**config.mk**
```make
export PLATFORM = sky130hd
export DESIGN_NAME = prog_counter
export DESIGN_NICKNAME = d
export VERILOG_FILES = /design/src/rtl/prog_counter.sv
export SDC_FILE = /design/constraint.sdc
export NUM_CORES = 1
export LEC_CHECK = 0
export ABC_AREA = 1
export ABC_CLOCK_PERIOD_IN_PS = 1650
export CORE_MARGIN = 2
export CORE_UTILIZATION = 48
export DETAILED_ROUTE_END_ITERATION = 12
export GPL_TIMING_DRIVEN = 0
export PLACE_DENSITY = 0.81
export SYNTH_ARGS = -nofsm -noshare
export SYNTH_HDL_FRONTEND = slang
export SYNTH_SLANG_ARGS = --single-unit
```
**constraint.sdc**
```tcl
create_clock -name clk -period 1.65 [get_ports clk]
set_input_delay 0.2475 -clock clk [delete_from_list [all_inputs] [get_ports clk]]
set_output_delay 0.2475 -clock clk [all_outputs]
set_load 0.02 [all_outputs]
```
**src/rtl/prog_counter.sv**
```systemverilog
// prog_counter: program counter and fetch sequencer (IDLE/RUN/DONE), branch via external target LUT.
// Latency: Start, branch and increment all land on ProgCtr on the sampling edge; LutPointer is combinational.
// Backpressure: StallReq holds ProgCtr for the cycle while CycleCount keeps counting; Start is ignored in RUN.
//
// Ports:
//   clk, rst_n         core clock (rising edge), asynchronous active-low reset
//   Start, ProgSel     begin program ProgSel (taken in IDLE or DONE only)
//   StallReq           hold PC this cycle
//   HaltReq            current instruction is halt (wins over BranchTaken)
//   BranchTaken        current instruction is a taken branch
//   InstrLutIdx        branch-target index of the current instruction
//   absaddress         target returned by the lookup table for LutPointer
//   LutPointer         index to the lookup table (InstrLutIdx in RUN, else 0)
//   ProgCtr            current instruction address
//   InstrValid         high only in RUN
//   Done, Fault        program finished; Fault marks a run past MAX_ADDR
//   CycleCount         RUN cycles since last Start, saturating
module prog_counter #(
  parameter logic [9:0] PROG0_START = 10'd0,
  parameter logic [9:0] PROG1_START = 10'd128,
  parameter logic [9:0] PROG2_START = 10'd256,
  parameter logic [9:0] PROG3_START = 10'd384,
  parameter logic [9:0] MAX_ADDR    = 10'd1023
) (
  input  logic        clk,
  input  logic        rst_n,
  input  logic        Start,
  input  logic [1:0]  ProgSel,
  input  logic        StallReq,
  input  logic        HaltReq,
  input  logic        BranchTaken,
  input  logic [3:0]  InstrLutIdx,
  input  logic [9:0]  absaddress,
  output logic [3:0]  LutPointer,
  output logic [9:0]  ProgCtr,
  output logic        InstrValid,
  output logic        Done,
  output logic        Fault,
  output logic [15:0] CycleCount
);

  typedef enum logic [1:0] {
    IDLE = 2'd0,
    RUN  = 2'd1,
    DONE = 2'd2
  } state_t;

  state_t      state, state_nxt;
  logic [9:0]  pc_nxt;
  logic        done_nxt;
  logic        fault_nxt;
  logic [15:0] cnt_nxt;
  logic [9:0]  start_addr;

  always_comb begin
    start_addr = PROG0_START;
    case (ProgSel)
      2'd0: start_addr = PROG0_START;
      2'd1: start_addr = PROG1_START;
      2'd2: start_addr = PROG2_START;
      2'd3: start_addr = PROG3_START;
      default: start_addr = PROG0_START;
    endcase
  end

  always_ff @(posedge clk or negedge rst_n) begin
    if (!rst_n) begin
      state      <= IDLE;
      ProgCtr    <= 10'd0;
      Done       <= 1'b0;
      Fault      <= 1'b0;
      CycleCount <= 16'd0;
    end else begin
      state      <= state_nxt;
      ProgCtr    <= pc_nxt;
      Done       <= done_nxt;
      Fault      <= fault_nxt;
      CycleCount <= cnt_nxt;
    end
  end

  always_comb begin
    state_nxt = state;
    pc_nxt    = ProgCtr;
    done_nxt  = Done;
    fault_nxt = Fault;
    cnt_nxt   = CycleCount;

    case (state)
      RUN: begin
        // Every RUN cycle counts, including stall, halt and the faulting cycle.
        if (CycleCount != 16'hFFFF) begin
          cnt_nxt = CycleCount + 16'd1;
        end
        if (StallReq) begin
          pc_nxt = ProgCtr;
        end else if (HaltReq) begin
          state_nxt = DONE;
          done_nxt  = 1'b1;
        end else if (BranchTaken) begin
          // Target loaded as-is, even beyond MAX_ADDR; the next increment faults.
          pc_nxt = absaddress;
        end else if (ProgCtr >= MAX_ADDR) begin
          state_nxt = DONE;
          done_nxt  = 1'b1;
          fault_nxt = 1'b1;
        end else begin
          pc_nxt = ProgCtr + 10'd1;
        end
      end
      default: begin
        // IDLE and DONE share restart behaviour; StallReq has no effect here.
        if (Start) begin
          state_nxt = RUN;
          pc_nxt    = start_addr;
          done_nxt  = 1'b0;
          fault_nxt = 1'b0;
          cnt_nxt   = 16'd0;
        end
      end
    endcase
  end

  assign InstrValid = (state == RUN);
  assign LutPointer = (state == RUN) ? InstrLutIdx : 4'd0;

endmodule
```
# After elaboration in Yosys (flattened, before gate mapping)
# Index checks and enable logic that the tools add are counted.
# classes
add_sub_neg	2
order_cmp	1
eq_ne	13
n_mux	26
reduce_logical	6
# ops
op	count
$mux W10	6
$mux W16	3
$pmux W10 S4	1
$add A16 B1 Y16 const B	1
$ne A16 B16 Y1 const B	1
$mux W2	6
$add A10 B1 Y10 const B	1
$ge A10 B10 Y1 const B	1
$mux W1	9
$reduce_and A4 Y1	2
$ne A2 B2 Y1 const B	3
$ne A3 B3 Y1 const B	2
$reduce_and A5 Y1	1
$eq A2 B1 Y1 const B	2
$eq A2 B2 Y1 const B	2
$mux W4	1
$ne A2 B1 Y1 const B	2
$ne A3 B2 Y1 const B	1
$logic_not A2 Y1	1
$reduce_and A2 Y1	1
$reduce_bool A2 Y1	1
# totals
regBits	30
inputBits	22
out_inout_bits	33
wordCells	53

# Longest topological paths before layout
# Gate-level depths: netlist of run 1.
# depth
depth_word	6
mapped_depth	10

# Worst setup path after synthesis of run 1
# OpenSTA, ideal clock, no wires.
# synth_path
path_kind	register to register
from	register CycleCount[0]
to	register CycleCount[0]
setup_ps	126
arrival_ps	1531
path_slack_ps	-7
path_stages_with_launch	8
synth_period_minus_slack_ps	1657
path_cell_list	dfrtp_1 -> ha_1 -> nand2_1 -> nor2_1 -> nand3_1 -> o21ai_4 -> buf_6 -> o21ai_0
# synth_between
elab_chain_cells	3
word_cells_on_any_way	6
classes_between	add/sub: 1; eq/ne: 2; mux: 2; reduce/logical: 1
# synth_rtl
element	line	rtl
start: declaration	39	output logic [15:0] CycleCount
start signal: assignment	78	CycleCount <= cnt_nxt;
$add A16 B1 Y16 / $ne A16 B16 Y1 (equally long branches)	93, 92	
$mux W16 / $ne A2 B1 Y1 (equally long branches)	-	
$mux W16 / $reduce_and A2 Y1 (equally long branches)	-	
# Several ways; a longest one is shown, not always the timed one. The select of a mux whose other input is x is not followed.
# A chain may end at the register's enable or synchronous reset.

# Worst setup path in the final report of run 1
# layout_path
from	register CycleCount[15]
to	output port CycleCount[15]
# No word-level cell between the ends.

==> results of run 1 <==
cell type report:
cell class / instances / share of cell area [%]
plain buffers: 6 / 2.35
clock buffers: 7 / 3.41
clock inverters: 1 / 0.177
inverters: 35 / 4.74
multi-input cells: 223 / 38.9
flip-flops and latches: 29 / 25.8
well taps: 48 / 2.12
repair buffers: 67 / 22.5
report_power, final:
part	switching [mW]	internal (mW)
Clock	0.281	0.376
Sequential	0.223	0.881
Combinational	1.10	0.897
Total	1.60	2.15
final timing paths:
path	from	end	slack, ns	depth (start not counted)
max in group asynchronous	rst_n	CycleCount[5]	1.19	1
worst max-delay path	CycleCount[15]	CycleCount[15]	0.03	1
worst max register to register	CycleCount[0]	CycleCount[11]	0.04	8
min in group clk	Fault	Fault	0.50	2
worst min register to register	Fault	Fault	0.50	2
worst min-delay path	rst_n	ProgCtr[8]	-0.01	1
routing by layer:
metal / up-vias / GRT usage [%] / wire (um)
li1: 1077 / - / -
met1: 972 / 30.0 / 2300
met2: 82 / 43.6 / 2620
met3: 13 / 6.08 / 425
met4: 0 / 7.91 / 87
met5: - / 0 / 0
flip-flops by register name, summed over array words and instances, names as in the netlist:
register and cells:
CycleCount 16, Done 1, Fault 1, ProgCtr 10
state 1
cells by family after synthesis:
group                    after synthesis  synth area share [%]
buffers and inverters                 41                  9.10
AO/OA/AOI/OAI                         34                  10.1
flip-flops                            29                  38.0
AND/OR/NAND/NOR                      182                  39.2
adder cells (fa/ha/maj)                2                  1.31
XOR/XNOR                               5                  2.29
timing repair:
action	in CTS	in global routing
gates cloned	0	1
setup buffers	4	8
pin swaps	3	7
hold buffers	0	0
gates resized for setup	29	39
endpoints found under the setup margin	26	37
synth_stat cells, drive strengths merged:
cell    number
a21boi       1
a22oi        1
a31oi        1
buf          4
clkbuf       2
dfrtp       29
ha           2
inv         35
nand2      107
nand3       24
nand4        8
nor2        40
nor3         1
o21ai       29
o21bai       2
or2          2
xnor2        1
xor2         4
==> results.yml, run 1 <==
global_route:
  grt_pass1_vias: 1968
  gr-total-overflow: 0
  grt_usage_pct: 25.0
  antenna_found_initial: 0
  grt_max_degree: 30
  grt_pass1_wl_mm: 8.52
timing:
  fin_crit_sh_pct: 98.1
  worst_slew_pin_slew_ns: 0.662
  whs_ns: -0.0129
  finalHoldViolations: 16
  slew_viol_final: 0
  maxSlewHeadroom_pct: 55.9
  setup_viol: 0
  setup_ws_ns: 0.0319
  period_minus_slack_ns: 1.62
  skew_ns: 0.00835
  setup_tns_ns: 0
  clock.fmax_mhz: 618
yosys:
  syn-num-nets: 317
  synth.area.top_cells: "dfrtp_1 (38%), nand2_1 (21%), nor2_1 (7.3%), inv_1 (6.5%), nand3_1 (6.3%)"
  ys_warn_count: 0
  ys_seq_area_share_pct: 38.0
  synthDistinctLibCells: 25
  synth_cells: 293
  yosysTopAreaCell: "dfrtp_1"
  yosys_register_bits: 29
  synth.top_cell.area_share_pct: 38.0
  syn_area_per_cell_sq_um: 6.52
  syn_area_sq_um: 1910
final_layout:
  seq_area_sq_um: 729
  utilization_pct: 75.5
  drive_above_1_share_pct: 16.6
  stdcell_area_sq_um: 2830
  multi_input_area_sq_um: 1100
  fillers: 295
  fin_nets: 391
  areaGrowthSynthToFinish_pct: 47.9
  final_cell_mix: "nand2_1 (99), clkdlybuf4s50_1 (42), nor2_1 (34)"
  stdcell_count: 416
  antenna_cells: 0
  layout_commonest_cell: "nand2_1"
critical_path:
  cp-start-kind: "register"
  path_max_fanout: 5
  path_buf_inv: 1
  worstSetupPathType: "reg -> out"
  worstPathRequired_ns: 1.40
  path_delay_family: "buffers and inverters"
  crit_slowest_cell: "clkdlybuf4s50_1"
  arrival_ns: 1.37
  critPathCaptureType: "output port"
  path_cells: "clkdlybuf4s50_1"
  crit_path_max_incr_delay_ns: 0.64
floorplan:
  die-area_sq_um: 4500
  dieHeight_um: 67.1
  num_io_pins: 55
  fp.dieW_um: 67.1
  initial_core_util_pct: 51.0
  core_area_sq_um: 3740
  row_count: 22
drt:
  avgRoutedWirePerCell_um: 13.1
  drtPass1Iterations: 4
  remaining_drc_errors: 0
  ant_nets: 0
  routed_via_density: 5.15
  num_vias: 2144
  drtIter0Drc: 114
  wirelength_mm: 5.44
place:
  place_inst: 395
  place_area_sq_um: 2510
  port_buffers: 54
  hpwlAfterDp_mm: 3.61
  place_ws_ns: -0.415
  place_congestion: 0.877
run:
  cap_violations: 0
power_and_ir_drop:
  leakagePower_nw: 1.40
  irDropWorstVdd_v: 0.000607
  finalPower_mw: 3.76
  power_density_nw_per_um2: 1330
cts:
  cts_buffer_depth: 2
  h-tree-depth: 2
  path_clk_slew_ns: 0.07
  clkSinkCount: 29
  cts_inserted_buffers: 5
  insertion_delay_ns: 0.29
  cts_tree: "yes"
  cts-root-buf: "clkbuf_8"
run_status:
  status: "complete, but fails checks"
  violations: "hold timing"
hold_path:
  hold_class: "in -> async"
Note: power is estimated with default switching activity, not from simulation.
==> run 2, diff against run 1 <==
- GPL_ROUTABILITY_DRIVEN: not set -> 0
- HOLD_SLACK_MARGIN: not set -> 0.1
==> results.yml, run 2 (synthesized netlist as in run 1, its figures left out) <==
timing:
  worst_slew_pin_slew_ns: 0.665
  whs_ns: 0.498
  clock.fmax_mhz: 615
  setup_tns_ns: 0
  skew_ns: 0.00892
  setup_ws_ns: 0.0239
  setup_viol: 0
  fin_crit_sh_pct: 98.6
  period_minus_slack_ns: 1.63
  finalHoldViolations: 0
  maxSlewHeadroom_pct: 55.6
  slew_viol_final: 0
global_route:
  grt_pass1_wl_mm: 8.52
  grt_usage_pct: 25.0
  use_met3_pct: 6.08
  gr-total-overflow: 0
  grt_util_met2_pct: 43.6
  grt_use_met1_pct: 30.0
  grt_max_degree: 30
  antenna_found_initial: 0
  grt.busiest_layer: "met2"
  grt_pass1_vias: 1968
final_layout:
  layout_commonest_cell: "nand2_1"
  reg_top3: "CycleCount x16, ProgCtr x10"
  multi_input_area_sq_um: 1100
  final_cell_mix: "nand2_1 (99), clkdlybuf4s50_1 (42), nor2_1 (34)"
  fin_nets: 392
  stdcell_area_sq_um: 2840
  drive_above_1_share_pct: 16.5
  antenna_cells: 0
  top_register: "CycleCount"
  areaGrowthSynthToFinish_pct: 48.5
  largest_reg_flops: 16
  seq_area_sq_um: 729
  fillers: 289
place:
  place_area_sq_um: 2510
  place_ws_ns: -0.415
  port_buffers: 54
  hpwlAfterDp_mm: 3.61
critical_path:
  r2r_slack_ns: 0.05
  worstPathRequired_ns: 1.40
  crit_path_max_incr_delay_ns: 0.64
  crit_slowest_cell: "clkdlybuf4s50_1"
  worstSetupPathType: "reg -> out"
  path_buf_inv: 1
  path_max_fanout: 6
  arrival_ns: 1.38
  path_cells: "clkdlybuf4s50_1"
  critPathCaptureType: "output port"
  cp-start-kind: "register"
  path_delay_family: "buffers and inverters"
drt:
  num_vias: 2173
  drtIter0Drc: 164
  drtPass1Iterations: 4
  wirelength_mm: 5.60
  avgRoutedWirePerCell_um: 13.4
  remaining_drc_errors: 0
  ant_nets: 0
  routed_via_density: 5.21
power_and_ir_drop:
  finalPower_mw: 3.78
  seq_power_share_pct: 29.4
  p_comb_share_pct: 53.1
  power_density_nw_per_um2: 1330
  switching_share_pct: 43.0
  leakagePower_nw: 1.40
  intPower_mw: 2.16
  irDropWorstVdd_v: 0.000611
  power_frac_clock_pct: 17.5
  p_sw_mw: 1.63
cts:
  path_clk_slew_ns: 0.07
  clkSinkCount: 29
  cts_buffer_depth: 2
  h-tree-depth: 2
  cts_tree: "yes"
  insertion_delay_ns: 0.29
  cts_inserted_buffers: 5
  cts-root-buf: "clkbuf_8"
floorplan:
  core_area_sq_um: 3740
  dieHeight_um: 67.1
  initial_core_util_pct: 51.0
  fp.dieW_um: 67.1
  die-area_sq_um: 4500
  num_io_pins: 55
  row_count: 22
run:
  cap_violations: 0
hold_path:
  hold_class: "reg -> reg"
run_status:
  status: "completed"
[run 2: repair_timing]
| action | 4_1_cts | 5_1_grt |
|---|---|---|
| hold buffers | 0 | 1 |
| gates cloned | 0 | 1 |
| setup endpoints to repair | 26 | 37 |
| setup buffers | 4 | 8 |
| resized for setup | 29 | 39 |
| hold endpoints to repair | 0 | 29 |
| pin swaps | 3 | 7 |
[run 2: cell type report]
type	count	area share (%)
timing repair buffer	68	22.8
multi-input combinational	223	38.8
tap	48	2.12
sequential	29	25.7
buffer	6	2.34
clock inverter	1	0.176
inverter	35	4.72
clock buffer	7	3.40
[run 2: final timing paths]
kind | startpoint | to | cells after the start
max | ProgCtr[8] | ProgCtr[8] | 1
min | Fault | Fault | 2
max reg2reg | CycleCount[0] | CycleCount[11] | 8
min reg2reg | Fault | Fault | 2
max in group asynchronous | rst_n | CycleCount[5] | 2
min in group asynchronous | rst_n | ProgCtr[3] | 2
[run 2: worst register-to-register path: cells and delay by family, from the launching register on]
kind	cells	cell delay [ns]
AOI/OAI and AO/OA	2	0.38
adders and majority gates	1	0.16
buffers and inverters	1	0.18
DFF	1	0.44
and+or+nand+nor	4	0.37
[run 2: power by group through the flow]
stage / Sequential (mW) / Clock [mW] / Combinational (mW)
after global routing: 1.13 / 0.699 / 2.20
final: 1.11 / 0.662 / 2.01
after detailed placement: 1.09 / 0 / 1.68
after CTS: 1.09 / 0.663 / 1.77
after global placement: 1.08 / 0 / 1.65
after floorplan: 1.24 / 0 / 0.847
[run 2: routing by layer]
metal / vias to the layer above / routed length [um]
li1: 1079 / -
met1: 995 / 2320
met2: 88 / 2750
met3: 11 / 443
met4: 0 / 83
met5: - / 0
[run 2: through the flow]
stage / instances / util [%]
floorplan: 293 / -
global placement: 395 / 67.1
detailed placement: 395 / 67.1
CTS: 407 / 70.8
global route: 417 / 75.8
finish: 417 / 75.8
